## src/rtl/eth_pcs_rx_gearbox.sv

```systemverilog
// eth_pcs_rx_gearbox: 32:66 receive gearbox re-framing PMA words into sync header plus two data halves, with one-bit slip
module eth_pcs_rx_gearbox #(
  parameter int W_DATA           = 32,
  parameter int W_SYNC           = 2,
  parameter int W_RX_GEARBOX_BUF = 2*W_DATA+1,
  parameter int W_TRANS_PER_BLK  = 1
) (
  input  logic                       i_clk,
  input  logic                       i_reset,
  input  logic [W_DATA-1:0]          i_pma_data,
  input  logic                       i_slip,
  output logic                       o_valid,
  output logic [W_SYNC-1:0]          o_sync_data,
  output logic [W_DATA-1:0]          o_data,
  output logic [W_TRANS_PER_BLK-1:0] o_trans_cnt
);
  localparam int B  = W_RX_GEARBOX_BUF;
  localparam int WF = $clog2(W_DATA+2);
  localparam int WA = WF+1;
  localparam logic [WA-1:0] A_DATA  = WA'(W_DATA);
  localparam logic [WA-1:0] A_FIRST = WA'(W_SYNC+W_DATA);
  logic [B-1:0]               buf_q, buf_d, merged, slipped;
  logic [WF-1:0]              fill_q, fill_d;
  logic [WA-1:0]              avail;
  logic                       phase_q, phase_d, valid_q, valid_d, emit0, emit1;
  logic [W_SYNC-1:0]          sync_q, sync_d;
  logic [W_DATA-1:0]          data_q, data_d;
  logic [W_TRANS_PER_BLK-1:0] trans_q, trans_d;
  // buffer is left-justified: oldest bit at the MSB, unused bits below the fill level are zero
  always_comb begin
    merged  = buf_q | ({i_pma_data, {(B-W_DATA){1'b0}}} >> fill_q);
    slipped = i_slip ? merged << 1 : merged;
    avail   = WA'(fill_q) + A_DATA - WA'(i_slip);
    emit0   = !phase_q && avail >= A_FIRST;
    emit1   = phase_q && avail >= A_DATA;
    buf_d   = emit0 ? slipped << (W_SYNC+W_DATA) : emit1 ? slipped << W_DATA : slipped;
    fill_d  = WF'(emit0 ? avail - A_FIRST : emit1 ? avail - A_DATA : avail);
    phase_d = (emit0 || emit1) ? !phase_q : phase_q;
    valid_d = emit0 || emit1;
    sync_d  = emit0 ? slipped[B-1 -: W_SYNC] : sync_q;
    data_d  = emit0 ? slipped[B-1-W_SYNC -: W_DATA] : emit1 ? slipped[B-1 -: W_DATA] : data_q;
    trans_d = emit0 ? '0 : emit1 ? W_TRANS_PER_BLK'(1) : trans_q;
  end
  always_ff @(posedge i_clk) begin
    if (!i_reset) begin
      buf_q   <= '0;
      fill_q  <= '0;
      phase_q <= 1'b0;
      valid_q <= 1'b0;
      sync_q  <= '0;
      data_q  <= '0;
      trans_q <= '0;
    end else begin
      buf_q   <= buf_d;
      fill_q  <= fill_d;
      phase_q <= phase_d;
      valid_q <= valid_d;
      sync_q  <= sync_d;
      data_q  <= data_d;
      trans_q <= trans_d;
    end
  end
  assign o_valid     = valid_q;
  assign o_sync_data = sync_q;
  assign o_data      = data_q;
  assign o_trans_cnt = trans_q;
endmodule

```

## config.mk

```make
export PLATFORM = sky130hd
export DESIGN_NAME = eth_pcs_rx_gearbox
export DESIGN_NICKNAME = d
export VERILOG_FILES = /design/src/rtl/eth_pcs_rx_gearbox.sv
export SDC_FILE = /design/constraint.sdc
export NUM_CORES = 1
export LEC_CHECK = 0
export BUFFER_PORTS_ARGS = -buffer_cell sky130_fd_sc_hd__buf_2
export CAP_MARGIN = 0
export CORE_MARGIN = 2
export CORE_UTILIZATION = 61
export CTS_CLUSTER_DIAMETER = 150
export DETAILED_ROUTE_END_ITERATION = 16
export PLACE_DENSITY_LB_ADDON = 0.2
export RECOVER_POWER = 100
export SETUP_SLACK_MARGIN = 0.15
export SLEW_MARGIN = 5
export SYNTH_ARGS = -nofsm -noshare
export SYNTH_HDL_FRONTEND = slang
export SYNTH_SLANG_ARGS = --single-unit
```

## constraint.sdc

```tcl
create_clock -name i_clk -period 5.2 [get_ports i_clk]
set_clock_uncertainty 0.05 [all_clocks]
set_input_delay 0.52 -clock i_clk [delete_from_list [all_inputs] [get_ports i_clk]]
set_output_delay 0.52 -clock i_clk [all_outputs]
set_load 0.03 [all_outputs]
```

Word-level counts from Yosys, hierarchy flattened
Cells that the tools add are included.

Shift-type cells: 1. Add/sub/neg operators: 4. Mux-type cells: 7. Bitwise logic cells: 2. Reductions and logical operators: 7. $lt $le $gt $ge: 2.

Operators by type and width (count): 65-bit two-way mux (3); 65-bit OR (1); 65-bit by 6-bit >> shifter with 65-bit output (1); 32-bit two-way mux (2); 7-bit by 6-bit >= comparator with 1-bit output (second input constant) (2); 6-bit two-way mux (2); 6-bit subtractor (second input constant) (2); 6-bit by 6-bit adder with 7-bit output (second input constant) (1); 7-bit by 1-bit subtractor with 7-bit output (1); 3-bit OR reduction (1); 1-bit logical AND (2); 2-bit nonzero test (1); 2-bit OR reduction (1); 1-bit logical NOT (1); 1-bit logical OR (1); 1-bit NOT (1).

Output and inout port bits: 36. Flip-flop bits (word level): 108.

Depth between registers and ports, before layout
Depth after elaboration: 6. Depth in mapped cells: 20.

Least setup slack after synthesis
No wires, ideal clock.

Path type: reg2reg. From: reg fill_q[0]. To: reg buf_q[59]. Slack: 1309 ps. Cell stages (with the launch flop): 20. Clock period less this slack: 3891 ps. Setup time: 144 ps. Arrival time: 3697 ps. Path through: dfxtp_1 > buf_2 > inv_2 > buf_2 > buf_2 > buf_2 > ha_1 > inv_1 > ha_1 > inv_1 > fa_1 > nand3_1 > nand2_1 > a21o_1 > o311a_1 > clkbuf_1 > nand2_1 > clkbuf_1 > clkbuf_1 > o221ai_1.

Cells in the longest elaborated chain, start to end: 6. Elaborated cells between the ends (all ways): 11. Classes of those cells: add/sub: 2; order compare: 2; shift: 1; mux: 3; bitwise: 1; reduce/logical: 2.

RTL lines: from (decl) (line 23) `logic [WF-1:0] fill_q, fill_d;`; from (signal assigned) (line 55) `fill_q <= fill_d;`; 6-bit by 6-bit adder with 7-bit output (line 33) `avail = WA'(fill_q) + A_DATA - WA'(i_slip);`; 7-bit by 1-bit subtractor with 7-bit output (line 33); 7-bit by 6-bit >= comparator with 1-bit output (line 35) `emit1 = phase_q && avail >= A_DATA;`; 1-bit logical AND (line 35); 65-bit two-way mux (line 36) `buf_d = emit0 ? slipped << (W_SYNC+W_DATA) : emit1 ? slipped << W_DATA : slipped;`; 65-bit two-way mux (*) (line 36); to (signal assigned) (line 54) `buf_q <= buf_d;`; to (decl) (line 22) `logic [B-1:0] buf_q, buf_d, merged, slipped;`.

Every way passes the cells marked *; elsewhere a longest branch is shown, timed or not. A chain may end at the register's enable or synchronous reset.

Final worst setup path
From: reg fill_q[1]. To: reg buf_q[45].

Same word-level chain as after synthesis.

==> flow_summary.ini <==
[status]
outcome = complete, no violations

[drt]
vias_per_cell = 7.54
drtAntennaViolNets = 0
drc = 0
drt_first_pass_iters = 6
routed_wl_mm = 30.4
routed-wl-met2_mm = 13.1
drt_iter0_markers = 1489
wl_per_cell_microns = 26.2
met3_length_mm = 4.01
via_count = 8744
drt-met1-wl_mm = 11.7
highest_layer = met4

[placed_design]
dp_hpwl_mm = 22.1
port_buffers = 70
gp_congestion = 1.06
dpl_cell_area_sq_um = 8920

[pwr]
power.leakage_nw = 3.42
cellPowerDensity_nw_per_um2 = 795
peakVddDrop_uv = 550

[setup_path]
critPathMaxFanout = 42
worstPathRequired_ns = 5.42
crit_path_end_kind = flop
cp.arrival_ns = 4.58
reg2reg_from = fill_q[1]
startpoint_type = flop
timing.rr.end = buf_q[45]
crit_type = reg -> reg
r2r_cells = 13
rrSetupSlack_ns = 0.84

[global_routing]
antenna_found_initial = 0
grt_pass1_wl_mm = 46.3
grt_start_max_net_pins = 79
grt.overflow.total = 0
grt_usage = 0.411
grt_pass1_vias = 7679

[floorplan]
start_util = 0.620
die_h_microns = 122
rows = 43
io_pins = 71
design.core.area_sq_um = 13800
die-area_sq_um = 15000
die_w_microns = 122

[clocking]
cts_made_buffers = 9
cts.sinks = 108
clk_pin_slew_worst_paths_ns = 0.08
cts-root-buf = clkbuf_16
clock_latency_ns = 0.36
ctsHoldBuffers = 0
max-clock-path-buffers = 2
postCtsSetupRepairBufs = 0
cts_resized = 0
cts_tree = done
cts_max_level = 3

[flow_run]
cap_viol_max_count = 0

[yosys]
synthMostInstantiatedCell = dfxtp_1
synth_cell_type_count = 83
ys_ff_latch = 108
synthFlopType = dfxtp_1
synth_edf_count = 0
ys_top_cells_by_count = dfxtp_1 (108), nor2_1 (94), nand2_1 (71)
ys_seq_area_frac = 0.253
syn-instance-count = 958
synth_top_cell_area_share = 0.253
synth.area.top_cells = dfxtp_1 (25%), mux4_2 (15%), mux2i_1 (5.6%)
synthesis.nets = 1002
synth_area_sq_um = 8540
syn_avg_cell_area_sq_um = 8.92
synth_warnings = 0
yosysTopAreaCell = dfxtp_1
synthArstFlopShare = 0

[timing]
worst_pin_slew_ns = 1.07
final_max_slew_viol_count = 0
timing.fmax_ghz = 0.229
relSlewSlack = 0.271
final-hold-violation-count = 0
finalSetupViolations = 0
finalSetupTns_ns = 0
fin_crit_ns = 4.36
rsz0062_at_grt = no
fin_crit_sh = 0.839

[final_layout]
drive_gt1_frac = 0.174
fill_cells = 1233
diodes = 0
syn_to_final_growth_pct = 6.91
fin_area_sq_um = 9130
fin_nets = 1019
regArea_sq_um = 2170
multiInputGateArea_sq_um = 5900

[worst_hold_path]
min_from = o_data[21]
hold_end = o_data[21]
hold_class = reg -> reg
whs_path_depth = 2
[per-stage QoR]
step / total power, W / std cells / worst slack, ns / utilization / hold WS, ns
after floorplan: 0.00501 / 958 / 1.31 / - / 0.431
after global placement: 0.00641 / 1144 / 1.34 / 0.648 / 0.374
after detailed placement: 0.00643 / 1144 / 1.23 / 0.648 / 0.382
after CTS: 0.00714 / 1160 / 1.17 / 0.668 / 0.393
after global routing: 0.00759 / 1160 / 0.492 / 0.663 / 0.416
final: 0.00726 / 1160 / 0.836 / 0.663 / 0.394
[where the power goes]
| group | total, W | switching [W] | internal, W |
|---|---|---|---|
| Combinational | 0.00521 | 0.00337 | 0.00184 |
| Clock | 0.000681 | 0.000344 | 0.000337 |
| Sequential | 0.00136 | 0.000207 | 0.00116 |
| Total | 0.00726 | 0.00392 | 0.00334 |
[worst max-delay path by stage]
stage	slack, ns	cells after the start	end	start
detailed placement	1.23	13	o_data[2]	fill_q[0]
finish	0.84	13	buf_q[45]	fill_q[1]
global route	0.49	13	buf_q[43]	fill_q[1]
floorplan	1.31	19	buf_q[59]	fill_q[0]
global placement	1.34	13	o_data[2]	fill_q[0]
CTS	1.17	13	buf_q[36]	fill_q[0]
[layout by cell type (no fill, tap or decap), types with 10 or more instances in the layout]
cell / n
buf_2: 34
a21o_1: 15
o211ai_1: 17
o22ai_1: 22
nand2_1: 71
a211oi_1: 14
o21ai_1: 12
o221ai_1: 18
and2_1: 13
nand3_1: 17
mux2i_1: 48
mux2_2: 24
nand2b_1: 12
clkbuf_1: 38
nor2_1: 94
o21ai_0: 29
a22oi_1: 21
dfxtp_1: 105
o31ai_1: 10
mux4_2: 58
inv_1: 19
a31oi_1: 15
a21oi_1: 32
a221o_1: 11
buf_4: 19
nor3_1: 21
[state kept, by name (all words and copies together), names as in the netlist]
name and cells:
buf_q 65, o_data 32, fill_q 6, o_sync_data 2
o_trans_cnt 1, o_valid 1, phase_q 1
[kinds of logic after synthesis]
logic type / after synthesis / synth area share
AOI/OAI and AO/OA: 310 / 0.269
adders and majority gates: 9 / 0.0141
DFF: 108 / 0.253
muxes: 132 / 0.243
xor gates and xnor gates: 6 / 0.00615
buffers and inverters: 109 / 0.0557
and+or+nand+nor: 284 / 0.159
[worst max-delay path, stage by stage, from the launching register on]
cell and delay [ns]:
dfxtp_4 0.70, inv_1 0.28, ha_1 0.28, inv_1 0.07, fa_1 0.49, nand3_1 0.12
nand2_1 0.06, a21o_1 0.16, o41ai_1 0.32, clkbuf_1 0.50, nand2_1 0.10, clkbuf_2 0.55
or2_2 0.50, o221ai_1 0.07
[layout make-up]
| class | instances | area share |
|---|---|---|
| Multi-Input combinational cell | 741 | 0.647 |
| Inverter | 23 | 0.00945 |
| Sequential cell | 108 | 0.237 |
| Tap cell | 180 | 0.0247 |
| Timing Repair Buffer | 92 | 0.0506 |
| Clock inverter | 6 | 0.00617 |
| Clock buffer | 10 | 0.0251 |
[layer usage]
metal | vias up | GRT usage
met4 | 0 | 0.170
li1 | 3794 | -
met5 | - | 0
met3 | 111 | 0.101
met2 | 660 | 0.614
met1 | 4179 | 0.570
Power figures use the tool's default switching activity.
